===== src/rtl/svn_pkg.sv =====
// Shared constants and types for the seven-segment scan controller family.
// Latency: n/a (definitions only).
// Backpressure: n/a.
package svn_pkg;

  localparam int         NUM_DIGITS = 8;
  localparam int         IDX_W      = $clog2(NUM_DIGITS);
  localparam logic [7:0] AN_OFF     = 8'hFF;

  // Per-slot scan phase: anodes dark (BLANK) or driving the current digit (SHOW).
  typedef enum logic {
    BLANK = 1'b0,
    SHOW  = 1'b1
  } scan_state_t;

endpackage


===== src/rtl/svn_tick_gen.sv =====
// Free-running prescaler: counts 0..TICK_DIV-1 and flags the last count as tick.
// Latency: tick is combinational from the registered count.
// Backpressure: none; runs every cycle.
module svn_tick_gen #(
  parameter int TICK_DIV = 100000
) (
  input  logic                        clk,
  input  logic                        rst_n,
  output logic [$clog2(TICK_DIV)-1:0] cnt,
  output logic                        tick
);

  localparam int CW = $clog2(TICK_DIV);

  assign tick = (cnt == CW'(TICK_DIV - 1));

  // Prescaler count, wrapping at the end of every slot.
  always_ff @(posedge clk or negedge rst_n) begin
    if (!rst_n) begin
      cnt <= '0;
    end else if (tick) begin
      cnt <= '0;
    end else begin
      cnt <= cnt + CW'(1);
    end
  end

endmodule


===== src/rtl/svn_scan_ctrl.sv =====
// Multiplexed 8-digit seven-segment refresh with tear-free frame-boundary commit.
// Latency: outputs registered, one cycle behind state; writes visible after next 7->0 wrap.
// Backpressure: wr_ready low while the single pending buffer holds an uncommitted value.
module svn_scan_ctrl
  import svn_pkg::*;
#(
  parameter int TICK_DIV  = 100000,
  parameter int BLANK_CYC = 2000
) (
  input  logic        clk,
  input  logic        sys_rst_n,
  input  logic        wr_valid,
  output logic        wr_ready,
  input  logic [31:0] wr_data,
  input  logic [7:0]  wr_dp,
  input  logic        blank_lz,
  output logic [3:0]  digit,
  output logic        dp_n,
  output logic [7:0]  AN,
  output logic        frame_done
);

  localparam int CW = $clog2(TICK_DIV);
  // Last count of the blanking window; unused when there is no blanking.
  localparam logic [CW-1:0] BLANK_LAST = CW'((BLANK_CYC > 0) ? BLANK_CYC - 1 : 0);

  logic [CW-1:0]    cnt;
  logic             tick;
  scan_state_t      state;
  logic [IDX_W-1:0] idx;
  logic [31:0]      act_val;
  logic [7:0]       act_dp;
  logic [31:0]      pend_val;
  logic [7:0]       pend_dp;
  logic             pend_full;
  logic             blank_end;
  logic             frame_end;
  logic [7:0]       supp;
  logic             show;

  // Digits above the highest nonzero nibble are marked; digit 0 is never marked
  // so an all-zero value still shows a single "0".
  function automatic logic [7:0] lz_suppress(input logic [31:0] val);
    logic [7:0] m;
    logic       seen;
    m    = '0;
    seen = 1'b0;
    for (int i = NUM_DIGITS - 1; i > 0; i--) begin
      seen = seen | (val[4*i +: 4] != 4'd0);
      m[i] = ~seen;
    end
    return m;
  endfunction

  svn_tick_gen #(
    .TICK_DIV (TICK_DIV)
  ) u_tick_gen (
    .clk   (clk),
    .rst_n (sys_rst_n),
    .cnt   (cnt),
    .tick  (tick)
  );

  assign wr_ready  = ~pend_full;
  assign frame_end = tick && (idx == IDX_W'(NUM_DIGITS - 1));
  assign blank_end = (BLANK_CYC == 0) || (cnt == BLANK_LAST);
  assign supp      = blank_lz ? lz_suppress(act_val) : 8'h00;
  assign show      = (state == SHOW) && !supp[idx];

  // Scan FSM, slot index and the registered display outputs.
  always_ff @(posedge clk or negedge sys_rst_n) begin
    if (!sys_rst_n) begin
      state      <= BLANK;
      idx        <= '0;
      AN         <= AN_OFF;
      dp_n       <= 1'b1;
      digit      <= '0;
      frame_done <= 1'b0;
    end else begin
      frame_done <= frame_end;

      // A suppressed slot looks exactly like a blanking window; digit keeps its value.
      if (show) begin
        AN    <= ~(8'h01 << idx);
        digit <= act_val[{idx, 2'b00} +: 4];
        dp_n  <= ~act_dp[idx];
      end else begin
        AN    <= AN_OFF;
        dp_n  <= 1'b1;
      end

      if (tick) begin
        idx   <= idx + IDX_W'(1);
        state <= (BLANK_CYC == 0) ? SHOW : BLANK;
      end else if ((state == BLANK) && blank_end) begin
        state <= SHOW;
      end
    end
  end

  // Pending buffer fill on handshake, and commit to the active value at frame end.
  always_ff @(posedge clk or negedge sys_rst_n) begin
    if (!sys_rst_n) begin
      pend_val  <= '0;
      pend_dp   <= '0;
      pend_full <= 1'b0;
      act_val   <= '0;
      act_dp    <= '0;
    end else begin
      // Accept needs an empty buffer and commit a full one, so they never coincide.
      if (wr_valid && !pend_full) begin
        pend_val  <= wr_data;
        pend_dp   <= wr_dp;
        pend_full <= 1'b1;
      end else if (frame_end && pend_full) begin
        act_val   <= pend_val;
        act_dp    <= pend_dp;
        pend_full <= 1'b0;
      end
    end
  end

endmodule


===== config.mk =====
export PLATFORM = sky130hd
export DESIGN_NAME = svn_scan_ctrl
export DESIGN_NICKNAME = d
export VERILOG_FILES = /design/src/rtl/svn_pkg.sv /design/src/rtl/svn_tick_gen.sv /design/src/rtl/svn_scan_ctrl.sv
export SDC_FILE = /design/constraint.sdc
export NUM_CORES = 1
export LEC_CHECK = 0
export BUFFER_PORTS_ARGS = -buffer_cell sky130_fd_sc_hd__buf_2
export CAP_MARGIN = 20
export CORE_MARGIN = 4
export CORE_UTILIZATION = 45
export CTS_BUF_LIST = sky130_fd_sc_hd__clkbuf_2 sky130_fd_sc_hd__clkbuf_4 sky130_fd_sc_hd__clkbuf_8
export CTS_CLUSTER_SIZE = 10
export DETAILED_ROUTE_END_ITERATION = 7
export GPL_ROUTABILITY_DRIVEN = 0
export PLACE_DENSITY = 0.7
export RECOVER_POWER = 100
export SETUP_SLACK_MARGIN = 0.02
export SLEW_MARGIN = 20
export SYNTH_ARGS = -nofsm -noshare
export SYNTH_HDL_FRONTEND = slang
export SYNTH_SLANG_ARGS = --single-unit

===== constraint.sdc =====
create_clock -name clk -period 3.36 [get_ports clk]
set_clock_uncertainty 0.15 [all_clocks]
set_input_delay 0.672 -clock clk [delete_from_list [all_inputs] [get_ports clk]]
set_output_delay 0.672 -clock clk [all_outputs]
set_load 0.05 [all_outputs]

* Word level (Yosys, flattened, before mapping) *
Cells that the tools add are included.
W data, S select, Z words.

word-level totals
  register bits after elaboration = 116
  input bits = 44
  output and inout bits = 15
  logic and storage cells = 67

cells by class
  $add $sub $neg = 2
  magnitude comparators = 1
  equal/unequal tests = 3
  shift operators = 2
  multiplexer cells = 12
  bitwise gates (word level) = 18
  reduce and logical (&&, ||, !) cells = 17

operators with widths
  kind                     number
  $shiftx A32 B6 Y4        1
  $reduce_bool A4 Y1       7
  $add A17 B1 Y17 const B  1
  $eq A17 B11 Y1 const B   1
  $eq A17 B17 Y1 const B   1
  $mux W17                 1
  $mux W8                  2
  $not A1 Y1               11
  $not A8 Y8               1
  $shl A1 B3 Y8 const A    1
  $mux W1                  7
  $bmux W1 S3              2
  $or A1 B1 Y1             6
  $logic_and A1 B1 Y1      5
  $lt A3 B4 Y1 const B     1
  $reduce_bool A2 Y1       2
  $add A3 B1 Y3 const B    1
  $eq A3 B3 Y1 const B     1
  $logic_not A1 Y1         2
  $reduce_and A2 Y1        1

* Longest topological paths before layout *
  depth in word-level cells = 14
  gate-level depth with buffers = 7
  depth with buffers taken out = 5

* Cells and area by module *
A second synthesis with hierarchy kept.

second synthesis, totals
  cells, all modules = 354
  area, all modules = 5084.9 µm²

modules (own cells, without submodules)
  module         times used  cells an instance  area each (µm²)  sequential area each (µm²)
  svn_scan_ctrl  1           280                4291.6           2488.6
  svn_tick_gen   1           74                 793.3            425.4

* Worst setup path before layout *
OpenSTA, ideal clock, no wires.

  kind = input to register
  start = input blank_lz
  end = register AN[0]
  data arrival time = 1.949 ns
  setup slack = 1.174 ns
  stages on the path = 4
  path through = or4b_2 -> a211oi_2 -> nand2_1 -> o2111ai_1

on the way
  longest elaborated chain between the ends = 6

RTL lines
  what                           line                 text
  from (decl)                    svn_scan_ctrl.sv:16  input logic blank_lz,
  $mux W8                        svn_scan_ctrl.sv:67  assign supp = blank_lz ? lz_suppress(act_val) : 8'h00;
  $bmux W1 S3                    svn_scan_ctrl.sv:68  assign show = (state == SHOW) && !supp[idx];
  $mux W1 (not written as such)  svn_scan_ctrl.sv:68
  $logic_not A1 Y1               svn_scan_ctrl.sv:68
  $logic_and A1 B1 Y1            svn_scan_ctrl.sv:68
  $mux W8                        svn_scan_ctrl.sv:83  if (show) begin
  to (signal assigned)           svn_scan_ctrl.sv:84  AN <= ~(8'h01 << idx);
  to (decl)                      svn_scan_ctrl.sv:19  output logic [7:0] AN,

No other way between the ends. The select of a mux whose other input is x is not followed.
A chain may end at the register's enable or synchronous reset.

* Final worst setup path *
  start = register pend_full
  end = register pend_dp[4]

on the way
  longest elaborated chain between the ends = 2

RTL lines
  what                    line                  text
  from (decl)             svn_scan_ctrl.sv:35   logic pend_full;
  from (signal assigned)  svn_scan_ctrl.sv:106  pend_full <= 1'b0;
  from (signal assigned)  svn_scan_ctrl.sv:114  pend_full <= 1'b1;
  from (signal assigned)  svn_scan_ctrl.sv:118  pend_full <= 1'b0;
  $logic_not A1 Y1        svn_scan_ctrl.sv:111  if (wr_valid && !pend_full) begin
  $logic_and A1 B1 Y1     svn_scan_ctrl.sv:111
  to (signal assigned)    svn_scan_ctrl.sv:113  pend_dp <= wr_dp;
  to (decl)               svn_scan_ctrl.sv:34   logic [7:0] pend_dp;

No other way between the ends.

==> flow_metrics.py <==
metrics = {
    "synthesis": {
        "ys.flop_type": "dfrtp_1",
        "syn-instance-count": 356,
        "yosysSeqAreaShare_pct": 56.2,
        "syn_avg_cell_area_um2": 14.6,
        "synth_adder_area_share_pct": 1.69,
        "yosysTopAreaCellShare_pct": 51.6,
        "synth-edff-count": 0,
        "synth_commonest_cells": "107 x dfrtp_1, 46 x mux2_2, 39 x mux2_4",
        "synth_cell_types": 38,
        "synth_top_family_by_area": "multiplexers",
        "syn_area_um2": 5180,
        "synthSimpleGateAreaFrac_pct": 7.36,
        "syn-num-nets": 407,
        "synth_most_common_cell": "dfrtp_1",
        "ys_ff_latch": 116,
        "yosys_warnings": 0,
        "synth_xor_area_share_pct": 2.36,
        "synth_compound_area_share_pct": 3.57,
        "yosys.area.top_type": "dfrtp_1",
        "synthMuxAreaShare_pct": 26.0,
        "synth_area_leaders": "dfrtp_1 52%, mux2_4 11%, mux2_2 10%",
        "async_flop_share_pct": 100,
    },
    "route": {
        "final_antenna_net_count": 0,
        "routed_wl_mm": 9.92,
        "wire_per_inst_um": 17.3,
        "drt_iter0_drc": 149,
        "drc": 0,
        "via_count": 3091,
        "routed_via_density": 5.40,
        "dr.pass1.iters": 4,
    },
    "hold_path": {
        "min_path_type": "in -> reg",
        "holdPathStages": 2,
        "min_from": "wr_data[21]",
        "min_to": "pend_val[21]",
    },
    "worst_setup_path": {
        "crit_path_start_kind": "flip-flop",
        "criticalPathCategory": "reg -> reg",
        "rr_worst_depth": 3,
        "critPathArrivalTime_ns": 2.72,
        "crit_required_ns": 3.52,
        "worstReg2RegStart": "pend_full",
        "r2r_end": "pend_dp[4]",
        "critPathMaxFanout": 31,
        "worstSetupEndpointType": "flip-flop",
        "reg2reg_slack_ns": 0.79,
    },
    "layout": {
        "multi_input_area_um2": 1980,
        "area_growth_pct": 12.6,
        "drive_gt1_share_pct": 34.5,
        "nFillCells": 978,
        "fin_cells": 572,
        "nNetsFinal": 471,
        "n_antenna_cell": 0,
        "seq_area_um2": 2910,
    },
    "floorplanning": {
        "ios": 59,
        "die_area_um2": 13300,
        "row_count": 38,
        "die_h_um": 115,
        "core_area_um2": 11100,
        "die_width_um": 115,
        "initial_core_util_pct": 46.8,
    },
    "pwr": {
        "p_sw_share_pct": 21.2,
        "power_density_nw_per_um2": 499,
        "leakage_uw": 0.00278,
        "p_int_uw": 2300,
        "switching_power_uw": 616,
        "p_seq_share_pct": 51.3,
        "clkPwrFrac_pct": 44.7,
        "ir_worst_vdd_mv": 0.319,
        "pwr-share-comb_pct": 4.0,
    },
    "clocking": {
        "clock_latency_ns": 0.42,
        "path_clk_slew_ns": 0.07,
        "tritoncts": "built",
        "post_cts_buffers": 0,
        "cts_buffer_depth": 2,
        "h-tree-depth": 4,
        "cts-resized-gates": 0,
        "cts_hold_buffers": 0,
        "cts_sinks": 116,
        "numCtsBuffers": 17,
        "cts-root-buf": "clkbuf_8",
    },
    "sta": {
        "rsz0062_at_grt": "no",
        "finalCriticalPeriod_ns": 2.57,
        "min_period_over_period_pct": 76.4,
        "tns_ns": 0,
        "finalMaxSlewViolations": 0,
        "setup_violations": 0,
        "tightest_slew_ns": 1.24,
        "hold_viol": 0,
        "max_freq_mhz": 390,
        "maxSlewHeadroom_pct": 17.2,
    },
    "global_route": {
        "grt_pass1_wl_mm": 16.5,
        "grt_usage_pct": 16.2,
        "overflow": 0,
        "grt_start_max_net_pins": 68,
        "first_global_vias": 3217,
        "antenna_found_initial": 0,
    },
    "placement": {
        "post-place-cells": 541,
        "dpl.hpwl_mm": 6.86,
        "port_buffers": 58,
    },
    "run_status": {
        "status": "finished, final reports clean",
    },
    "job": {
        "max_cap_viol_count": 0,
    },
}
==> flip-flops by register name (all words and copies together), names as in the netlist, 3 cells and up <==
| signal | cells |
|---|---|
| act_val | 32 |
| pend_val | 32 |
| u_tick_gen.cnt | 17 |
| AN | 8 |
| act_dp | 8 |
| pend_dp | 8 |
| digit | 4 |
| idx | 3 |
==> logic make-up after synthesis <==
group                      count (synthesis)
adders and majority gates                  7
DFF                                      116
xor gates and xnor gates                  14
and+or+nand+nor                           70
AOI/OAI and AO/OA                         23
buffers and inverters                     29
muxes                                     97
==> metrics by stage <==
stage	setup slack [ns]	area, um^2	hold slack, ns	util (%)	total power [uW]
5_1_grt	0.663	5840	0.304	52.7	3040
4_1_cts	0.796	6030	0.116	54.4	2960
6_report	0.795	5840	0.327	52.7	2910
3_5_place_dp	0.819	5610	0.323	50.7	1650
2_1_floorplan	1.17	5180	0.226	-	1570
3_3_place_gp	0.847	5610	0.314	50.7	1640
==> placed cells by master (no fill, tap or decap), drive strengths merged, types with 6 or more instances in the layout <==
cell / n
dfstp: 9
or4: 7
mux4: 10
buf: 46
mux2: 85
nand2: 12
xor2: 9
ha: 7
inv: 10
clkbuf: 42
nor2: 17
o2111ai: 6
dfrtp: 107
nand3: 13
==> routing by layer <==
layer  routed length, um  track usage, %
met1                4470            21.8
met2                4730            25.0
met3                 567            4.89
met4                 154            6.18
met5                   0               0
==> area by class of cell <==
class                           instances  share of cell area, %
Clock buffer                           24                   5.44
Clock inverter                          7                   1.65
Inverter                               10                  0.643
Multi-Input combinational cell        211                   33.8
Sequential cell                       116                   49.9
Tap cell                              140                   3.00
Timing Repair Buffer                   64                   5.53
==> power groups by stage <==
stage	clock, uW	sequential [uW]	combinational (uW)
floorplan	0	1510	60.4
global placement	0	1520	118
detailed placement	0	1520	123
CTS	1330	1500	124
global route	1400	1500	134
finish	1300	1490	117
==> how the worst max path moves through the flow <==
stage                      startpoint           end  slack (ns)
floorplan                    blank_lz         AN[0]        1.17
global placement    u_tick_gen.cnt[0]   act_val[22]        0.85
detailed placement  u_tick_gen.cnt[0]   act_val[16]        0.82
CTS                 u_tick_gen.cnt[0]   act_val[16]        0.80
global route                pend_full  pend_val[23]        0.66
finish                      pend_full    pend_dp[4]        0.79
==> worst max-delay path, stage by stage (launching register included) <==
cell	delay (ns)
dfrtp_1	0.41
nor2b_1	0.70
clkbuf_2	0.75
mux2_2	0.42
No activity file was read; power rests on OpenSTA's default activity.
